## config.mk

```make
export PLATFORM = sky130hd
export DESIGN_NAME = flag_branch_unit_flat
export DESIGN_NICKNAME = d
export VERILOG_FILES = /design/src/rtl/flag_branch_if.sv /design/src/rtl/flag_branch_unit.sv /design/src/flat_wrapper.sv
export SDC_FILE = /design/constraint.sdc
export NUM_CORES = 1
export LEC_CHECK = 0
export CORE_AREA = 2 2 62 94
export DETAILED_ROUTE_END_ITERATION = 10
export DIE_AREA = 0 0 64 96
export SETUP_SLACK_MARGIN = 0.3
export SYNTH_ARGS = -nofsm -noshare
export SYNTH_HDL_FRONTEND = slang
export SYNTH_SLANG_ARGS = --single-unit
```

## constraint.sdc

```tcl
create_clock -name clk -period 4.9 [get_ports clk]
set_clock_uncertainty 0.15 [all_clocks]
set_input_delay 0.49 -clock clk [delete_from_list [all_inputs] [get_ports clk]]
set_output_delay 0.49 -clock clk [all_outputs]
set_load 0.01 [all_outputs]
```

## src/rtl/flag_branch_if.sv

```systemverilog
// Bundles the EX flag-write, ID branch-query and debug-counter signals
// exchanged between the pipeline and the flag/branch unit.
interface flag_branch_if #(
  parameter int CNT_W = 16
);
  logic             ex_set_flags;
  logic             ex_flush;
  logic             ex_negative;
  logic             ex_zero;
  logic             ex_overflow;
  logic             ex_carry_out;
  logic [1:0]       id_br_type;
  logic [3:0]       id_cond;
  logic             id_cbz_is_zero;
  logic             id_stall;
  logic             cnt_clear;
  logic [3:0]       flags_q;
  logic             take_branch;
  logic [CNT_W-1:0] taken_count;

  modport master (
    output ex_set_flags, ex_flush, ex_negative, ex_zero, ex_overflow, ex_carry_out,
    output id_br_type, id_cond, id_cbz_is_zero, id_stall, cnt_clear,
    input  flags_q, take_branch, taken_count
  );

  modport slave (
    input  ex_set_flags, ex_flush, ex_negative, ex_zero, ex_overflow, ex_carry_out,
    input  id_br_type, id_cond, id_cbz_is_zero, id_stall, cnt_clear,
    output flags_q, take_branch, taken_count
  );
endinterface

```

## src/rtl/flag_branch_unit.sv

```systemverilog
// Architectural NZVC flag register, ID-stage branch resolution with optional
// EX-flag forwarding, and a saturating taken-branch counter.
module flag_branch_unit #(
  parameter int CNT_W  = 16,
  parameter bit FWD_EN = 1'b1
) (
  input logic           clk,
  input logic           reset,
  flag_branch_if.slave  bus
);

  localparam logic [1:0] BR_NONE = 2'b00;
  localparam logic [1:0] BR_B    = 2'b01;
  localparam logic [1:0] BR_COND = 2'b10;
  localparam logic [1:0] BR_CBZ  = 2'b11;

  logic [3:0]       flags_reg;
  logic [3:0]       ex_flags;
  logic [3:0]       eff_flags;
  logic             flag_wr;
  logic             take;
  logic [CNT_W-1:0] cnt_reg;

  assign ex_flags = {bus.ex_negative, bus.ex_zero, bus.ex_overflow, bus.ex_carry_out};
  assign flag_wr  = bus.ex_set_flags & ~bus.ex_flush;

  // A squashed EX instruction must neither update nor forward its flags.
  assign eff_flags = (FWD_EN && flag_wr) ? ex_flags : flags_reg;

  function automatic logic cond_true(input logic [3:0] cond, input logic [3:0] f);
    logic n, z, v, c, gt;
    n  = f[3];
    z  = f[2];
    v  = f[1];
    c  = f[0];
    gt = ~z & (n == v);
    case (cond)
      4'b0000: cond_true = z;
      4'b0001: cond_true = ~z;
      4'b0010: cond_true = c;
      4'b0011: cond_true = ~c;
      4'b0100: cond_true = n;
      4'b0101: cond_true = ~n;
      4'b0110: cond_true = v;
      4'b0111: cond_true = ~v;
      4'b1000: cond_true = c & ~z;
      4'b1001: cond_true = ~(c & ~z);
      4'b1010: cond_true = (n == v);
      4'b1011: cond_true = (n != v);
      4'b1100: cond_true = gt;
      4'b1101: cond_true = ~gt;
      default: cond_true = 1'b1;
    endcase
  endfunction

  always_comb begin
    take = 1'b0;
    case (bus.id_br_type)
      BR_NONE: take = 1'b0;
      BR_B:    take = 1'b1;
      BR_COND: take = cond_true(bus.id_cond, eff_flags);
      BR_CBZ:  take = bus.id_cbz_is_zero;
      default: take = 1'b0;
    endcase
  end

  always_ff @(posedge clk or posedge reset) begin
    if (reset) begin
      flags_reg <= 4'b0000;
    end else if (flag_wr) begin
      flags_reg <= ex_flags;
    end
  end

  // A stalled branch is only counted on the cycle its stall releases.
  always_ff @(posedge clk or posedge reset) begin
    if (reset) begin
      cnt_reg <= '0;
    end else if (bus.cnt_clear) begin
      cnt_reg <= '0;
    end else if (take && !bus.id_stall && (cnt_reg != {CNT_W{1'b1}})) begin
      cnt_reg <= cnt_reg + 1'b1;
    end
  end

  assign bus.flags_q     = flags_reg;
  assign bus.take_branch = take;
  assign bus.taken_count = cnt_reg;

endmodule
```

## src/flat_wrapper.sv

```systemverilog
// flat-port wrapper written by rule: the top's interface ports become plain ports
module flag_branch_unit_flat 
#(
  parameter int CNT_W  = 16,
  parameter bit FWD_EN = 1'b1
)
  (clk, reset, bus_ex_set_flags, bus_ex_flush, bus_ex_negative, bus_ex_zero, bus_ex_overflow, bus_ex_carry_out, bus_id_br_type, bus_id_cond, bus_id_cbz_is_zero, bus_id_stall, bus_cnt_clear, bus_flags_q, bus_take_branch, bus_taken_count);
  flag_branch_if #(.CNT_W(CNT_W)) bus_i ();
  input logic clk;
  input logic reset;
  input wire logic [$bits(bus_i.ex_set_flags)-1:0] bus_ex_set_flags;
  input wire logic [$bits(bus_i.ex_flush)-1:0] bus_ex_flush;
  input wire logic [$bits(bus_i.ex_negative)-1:0] bus_ex_negative;
  input wire logic [$bits(bus_i.ex_zero)-1:0] bus_ex_zero;
  input wire logic [$bits(bus_i.ex_overflow)-1:0] bus_ex_overflow;
  input wire logic [$bits(bus_i.ex_carry_out)-1:0] bus_ex_carry_out;
  input wire logic [$bits(bus_i.id_br_type)-1:0] bus_id_br_type;
  input wire logic [$bits(bus_i.id_cond)-1:0] bus_id_cond;
  input wire logic [$bits(bus_i.id_cbz_is_zero)-1:0] bus_id_cbz_is_zero;
  input wire logic [$bits(bus_i.id_stall)-1:0] bus_id_stall;
  input wire logic [$bits(bus_i.cnt_clear)-1:0] bus_cnt_clear;
  output wire logic [$bits(bus_i.flags_q)-1:0] bus_flags_q;
  output wire logic [$bits(bus_i.take_branch)-1:0] bus_take_branch;
  output wire logic [$bits(bus_i.taken_count)-1:0] bus_taken_count;
  assign bus_i.ex_set_flags = bus_ex_set_flags;
  assign bus_i.ex_flush = bus_ex_flush;
  assign bus_i.ex_negative = bus_ex_negative;
  assign bus_i.ex_zero = bus_ex_zero;
  assign bus_i.ex_overflow = bus_ex_overflow;
  assign bus_i.ex_carry_out = bus_ex_carry_out;
  assign bus_i.id_br_type = bus_id_br_type;
  assign bus_i.id_cond = bus_id_cond;
  assign bus_i.id_cbz_is_zero = bus_id_cbz_is_zero;
  assign bus_i.id_stall = bus_id_stall;
  assign bus_i.cnt_clear = bus_cnt_clear;
  assign bus_flags_q = bus_i.flags_q;
  assign bus_take_branch = bus_i.take_branch;
  assign bus_taken_count = bus_i.taken_count;
  flag_branch_unit #(.CNT_W(CNT_W), .FWD_EN(FWD_EN)) u_core (.clk(clk), .reset(reset), .bus(bus_i));
endmodule
```

==> results.md, run 1 <==
- I/O pin cnt: 38
- Mux contribution to synthesized area: ~17%
- Initial antenna violation count: 0
- Clock slew at reported path FFs: 0.07 ns
- Antenna diodes: 0
- Worst path required time: 4.26 ns
- Worst setup SP type: input pin
- Post-CTS setup buffer count: 0
- Initial core utilization: ~29%
- Row count: 33
- First-pass GRT wire length: approximately 6000 um
- DRT Wirelength: 3560 um
- Cts hold-fix bufs: 0
- Crit-path max FO: 16
- Die height: around 96 um
- Most common cell after layout, fill and taps aside: clkdlybuf4s50_1
- Die ar.: approximately 0.006 mm2
- Worst hold-check path type: flip-flop to flip-flop
- Synthesized flop and latch total: 20
- Number of cells on the worst hold path: 2
- Reg2Reg Depth: 6
- Pwr dens: ~190 mW/mm2
- DR pass1 iterations: 4
- Combinational family with the most area after synthesis: simple AND/OR/NAND/NOR gates
- F_max: between 200 and 300 MHz
- Status: complete, no violations
- DR vias: around 1.3k
- Most frequent cells in the layout: clkdlybuf4s50_1 (37), nor2b_1 (20), dfrtp_1 (20), nor2_1 (19), nand2_1 (17)
- Initial DRC count: 102
- Chip width: about 64 um
- RR Endpoint: u_core.bus.taken_count[0]$_DFFE_PP0P_
- Unrepaired setup endpoints after global routing: false
- Final period utilization: 76.6%
- Share of cells above drive strength 1: between 10% and 20%
- Worst slew margin: around a third
- Vias in the first global route: around 1.3k
- Final setup fails: 0
- CTS buffer count: 3
- Ys async rst share: 100%
- Slew @ Worst Pin: between 1 and 1.5 ns
- Area taken by multi-input logic gates: 992 um2
- Final #Nets: approximately 220
- Max-cap violations: 0
- Reg2Reg Setup Slack: 2.10 ns
- WL per Instance: around 13 um
- Core ar.: 0.00533 mm2
- CP endpoint kind: output port
- WP data arrival: 3.11 ns
- VDD IR max: ~0.084 mV
- Min-Delay Startpoint: u_core.bus.flags_q[0]$_DFF_PP0_
- Cells after Synth: 168
- Final-layout fill cell count: around 520
- CTS sink count: 20
- GRT Total Usage: between 10% and 20%
- Synth Flop Type: dfrtp_1
- Largest net degree at the start of global routing: 33
- PostCTS Resize Cnt: 0
- Syn Area/Cell: roughly 9.3 um2
- Distinct cell type count after synthesis: 38
- Post-DP HPWL: approximately 2600 um
- Minimum clock period: 3.75 ns
- Post-Syn Area: 0.00156 mm2
- Via/cell ratio: roughly 4.8
- DR DRC count: 0
- GPL Wtd Cong: 0.757
- Post-DRT Antenna Nets: 0
- Bufs on Longest Clock Path: 2
- Adder-Cell Fraction of Synth Area: 0.802%
- Worst skew pair latency: ~0.26 ns
- Port Buffer Count: 37
- Simple-gate share of the synthesized area: a little under 30%
- XOR/XNOR Fraction of Synth Area: under 10%
- Number of synthesized flops with an enable pin: 0
- CTS tree: done
- H-tree levels: 1
- Final Max Tran Viols: 0
- Setup TNS Final: 0 ns
- Complex-gate fraction of the synthesized area: ~14%
- WS Path Type: input pin to output port
- Seq/Total Area, Yosys: roughly a third
- Static Leak: between 0.0008 and 0.0009 uW
- FF-to-FF Start: u_core.bus.flags_q[2]$_DFF_PP0_
- Grt ovf: 0
- Area Growth Syn to Fin: 29.4%
- Sequential cell area: ~500 um2
- Hold Vio Cnt, Final: 0
- Power, Total: approximately 390 uW
- Root buffer cell: clkbuf_8
- Hold EP: u_core.bus.flags_q[0]$_DFF_PP0_
- Post-synthesis net count: ~190
- Yosys warns: 0
==> synth_stat cells, types with 4 or more instances <==
cell type | n | area share [%]
and3_1 | 6 | 2.4
a21oi_1 | 5 | 1.6
a21oi_2 | 10 | 5.6
nor2_1 | 19 | 4.6
nand4_1 | 7 | 2.8
clkbuf_1 | 4 | 0.96
dfrtp_1 | 20 | 32
inv_1 | 5 | 1.2
mux2_4 | 10 | 9.6
nand2_1 | 17 | 4.1
xnor2_1 | 4 | 2.2
mux2_2 | 5 | 3.6
nor2b_1 | 20 | 8.0
nand3_1 | 6 | 1.9
==> metrics by stage <==
stage	cell area (um2)	hold WS (ns)	cells	utilization (%)	worst slack, ns
after floorplan	1560	0.304	168	-	2.09
after global placement	1980	0.378	269	37.1	1.16
after detailed placement	1980	0.379	269	37.1	1.14
after CTS	2020	0.398	272	37.9	1.13
after global routing	2020	0.438	272	37.9	0.968
final	2020	0.391	272	37.9	1.15
==> worst max-delay path: stages <==
cell and delay [ns]:
clkdlybuf4s50_1 0.50, nand2b_4 0.18, mux4_2 0.51, xor2_1 0.16
o221ai_2 0.16, buf_4 0.27, o21ai_0 0.12, a31o_2 0.25
clkdlybuf4s50_1 0.47
==> final cells by class <==
type / count / area share (%)
repair buffers: 38 / 18.7
well taps: 70 / 4.34
flip-flops and latches: 20 / 24.8
multi-input cells: 136 / 49.2
clock buffers: 3 / 2.05
inverters: 5 / 0.930
==> worst max-delay path by stage <==
stage                             from              end  slack, ns  cells past startpoint
after CTS                 bus_ex_flush  bus_take_branch       1.13                      9
after global placement    bus_ex_flush  bus_take_branch       1.16                      9
after floorplan           bus_ex_flush  bus_take_branch       2.09                      7
final                     bus_ex_flush  bus_take_branch       1.15                      9
after global routing      bus_ex_flush  bus_take_branch       0.97                      9
after detailed placement  bus_ex_flush  bus_take_branch       1.14                      9
==> flip-flops by register name (all words and copies together), names as in the netlist <==
| signal | cells |
|---|---|
| u_core.bus.flags_q | 4 |
| u_core.bus.taken_count | 16 |
==> routing by layer <==
metal | wire, um | GRT usage, % | vias to the layer above | part of all wire (%)
li1 | - | - | 660 | -
met1 | 1550 | 15.0 | 608 | 44
met2 | 1780 | 22.5 | 31 | 50
met3 | 167 | 1.87 | 4 | 4.7
met4 | 53 | 5.43 | 0 | 1.5
met5 | 0 | 0 | - | 0
==> power by group <==
group / internal, uW / switching, uW / total, uW
clock: 54.9 / 54.8 / 110
combinational: 48.8 / 54.8 / 104
sequential: 170 / 6.24 / 177
==> logic make-up (layout without fill, tap and decap cells) <==
family / Yosys count / after routing
and+or+nand+nor: 85 / 85
muxes: 19 / 19
DFF: 20 / 20
buffers and inverters: 12 / 46
xor gates and xnor gates: 5 / 5
adders and majority gates: 1 / 1
AOI/OAI and AO/OA: 26 / 26
Note: power is estimated with default switching activity, not from simulation.
==> run 2, diff against run 1 <==
==> constraint.sdc (replaced) <==
create_clock -name clk -period 3 [get_ports clk]
set_clock_uncertainty 0.15 [all_clocks]
set_input_delay 0.3 -clock clk [delete_from_list [all_inputs] [get_ports clk]]
set_output_delay 0.3 -clock clk [all_outputs]
set_load 0.01 [all_outputs]
==> results.md, run 2 (synthesis gave the netlist of run 1 again) <==
- Crit-path max FO: 2
- Most common cell after layout, fill and taps aside: clkdlybuf4s50_1
- DP Worst Slack: -0.0927 ns
- Max-cap violations: 0
- Final Max Tran Viols: 0
- Area Growth Syn to Fin: 42.3%
- DRT Wirelength: roughly 3700 um
- Post-DP HPWL: 2740 um
- Clock slew at reported path FFs: approximately 0.070 ns
- Via/cell ratio: 4.75
- GPL Wtd Cong: about 0.76
- Worst path required time: around 2.6 ns
- Bufs on Longest Clock Path: 2
- WP data arrival: 2.13 ns
- Most frequent cells in the layout: clkdlybuf4s50_1 (29), nor2b_1 (20), buf_4 (20), dfrtp_1 (20), nor2_1 (19)
- Die ar.: between 0.006 and 0.007 mm2
- Post-Layout Cell Count: 293
- CTS sink count: 20
- CTS buffer count: 3
- Hold Vio Cnt, Final: 0
- CTS tree: done
- Port Buffer Count: 37
- Vias in the first global route: about 1.4k
- Worst skew pair latency: about 0.26 ns
- DR pass1 iterations: 4
- CP endpoint kind: output port
- F_max: ~390 MHz
- Worst hold-check path type: input pin to flip-flop
- Final design utilization: about two fifths
- Slew @ Worst Pin: roughly 0.8 ns
- Initial core utilization: ~29%
- Chip width: 64 um
- Antenna diodes: 0
- VDD IR max: between 0.2 and 0.25 mV
- Post-DRT Antenna Nets: 0
- H-tree levels: 1
- DR DRC count: 0
- WS Path Type: flip-flop to output port
- DR vias: roughly 1.4k
- Worst slew margin: approximately 48%
- Status: complete, no violations
- Minimum clock period: 2.58 ns
- Initial DRC count: 43
- Post-route setup slack: about 0.42 ns
- Reg2Reg Depth: 7
- Final period utilization: around 86%
- Fin area: 0.00222 mm2
- Share of cells above drive strength 1: 27.4%
- Core ar.: 0.00533 mm2
- Final #Nets: ~240
- Row count: 33
- First-pass GRT wire length: 6180 um
- Static Leak: between 0.0009 and 0.001 uW
- Final-layout fill cell count: around 530
- Initial antenna violation count: 0
- Cells after DPL: approximately 290
- Reg2Reg Setup Slack: around 0.59 ns
- Largest net degree at the start of global routing: 33
- Final setup fails: 0
- Power, Total: 703 uW
- Die height: ~96 um
- Pwr dens: between 300 and 400 mW/mm2
- Number of cells on the worst hold path: 4
- Unrepaired setup endpoints after global routing: false
- Root buffer cell: clkbuf_8
- Max reg flops: 16
- Worst setup SP type: flip-flop
- I/O pin cnt: 38
- GRT Total Usage: between 10% and 20%
- Placed cell area: approximately 0.0021 mm2
- WL per Instance: between 10 and 15 um
- Grt ovf: 0
==> run 2: layout make-up <==
class	instances	area (um2)	area share [%]
timing repair buffer	58	531	23.9
multi-input combinational	136	1030	46.3
clock buffer	4	55.1	2.48
inverter	5	18.8	0.845
sequential	20	500	22.5
tap	70	87.6	3.94
==> run 2: timing repair <==
action,4_1_cts,5_1_grt
setup endpoints to repair,1,1
hold endpoints to repair,0,0
pin swaps,1,1
buffers inserted,2,0
hold buffers,0,0
resized for setup,13,4
==> run 2: worst max-delay path: stages (launching register included) <==
cell and delay [ns]:
dfrtp_1 0.41, xnor2_2 0.15, mux4_2 0.50, xor2_2 0.16, o221ai_2 0.18, o21ai_1 0.09
a31o_2 0.24, buf_2 0.13
==> run 2: worst paths after layout <==
path                                                  from                                endpoint
max                        u_core.bus.flags_q[1]$_DFF_PP0_                         bus_take_branch
min                                       bus_ex_carry_out         u_core.bus.flags_q[0]$_DFF_PP0_
max reg2reg                u_core.bus.flags_q[1]$_DFF_PP0_   u_core.bus.taken_count[0]$_DFFE_PP0P_
min reg2reg                u_core.bus.flags_q[0]$_DFF_PP0_         u_core.bus.flags_q[0]$_DFF_PP0_
max in group asynchronous                            reset  u_core.bus.taken_count[10]$_DFFE_PP0P_
min in group asynchronous                            reset  u_core.bus.taken_count[11]$_DFFE_PP0P_
==> run 2: report_power, final <==
group          leakage, uW  internal (uW)  switching (uW)
logic             0.000664            107             101
clock network    0.0000288            117            89.1
registers         0.000272            278            9.88
==> run 2: layer usage <==
layer / wire, um / global-route usage, % / vias to the layer above / share of wire, %
li1: - / - / 698 / -
met1: 1610 / 13.9 / 659 / 43
met2: 1920 / 24.8 / 31 / 52
met3: 133 / 1.52 / 4 / 3.6
met4: 52 / 4.89 / 0 / 1.4
met5: 0 / 0 / - / 0
==> run 2: stage by stage <==
step / TNS [ns] / hold slack (ns)
floorplan: 0 / 0.114
global placement: -0.0876 / 0.383
detailed placement: -0.0927 / 0.376
CTS: 0 / 0.373
global route: 0 / 0.264
finish: 0 / 0.241
==> run 3, diff against run 2 <==
--- a/config.mk
+++ b/config.mk
@@ -5,7 +5,9 @@
 export SDC_FILE = /design/constraint.sdc
 export NUM_CORES = 1
 export LEC_CHECK = 0
+export CAP_MARGIN = 25
 export CORE_AREA = 2 2 62 94
+export CTS_CLUSTER_SIZE = 16
 export DETAILED_ROUTE_END_ITERATION = 10
 export DIE_AREA = 0 0 64 96
 export SETUP_SLACK_MARGIN = 0.3
==> results of run 3 <==
No change in the layout: final DEF, timing and power equal those of run 2.
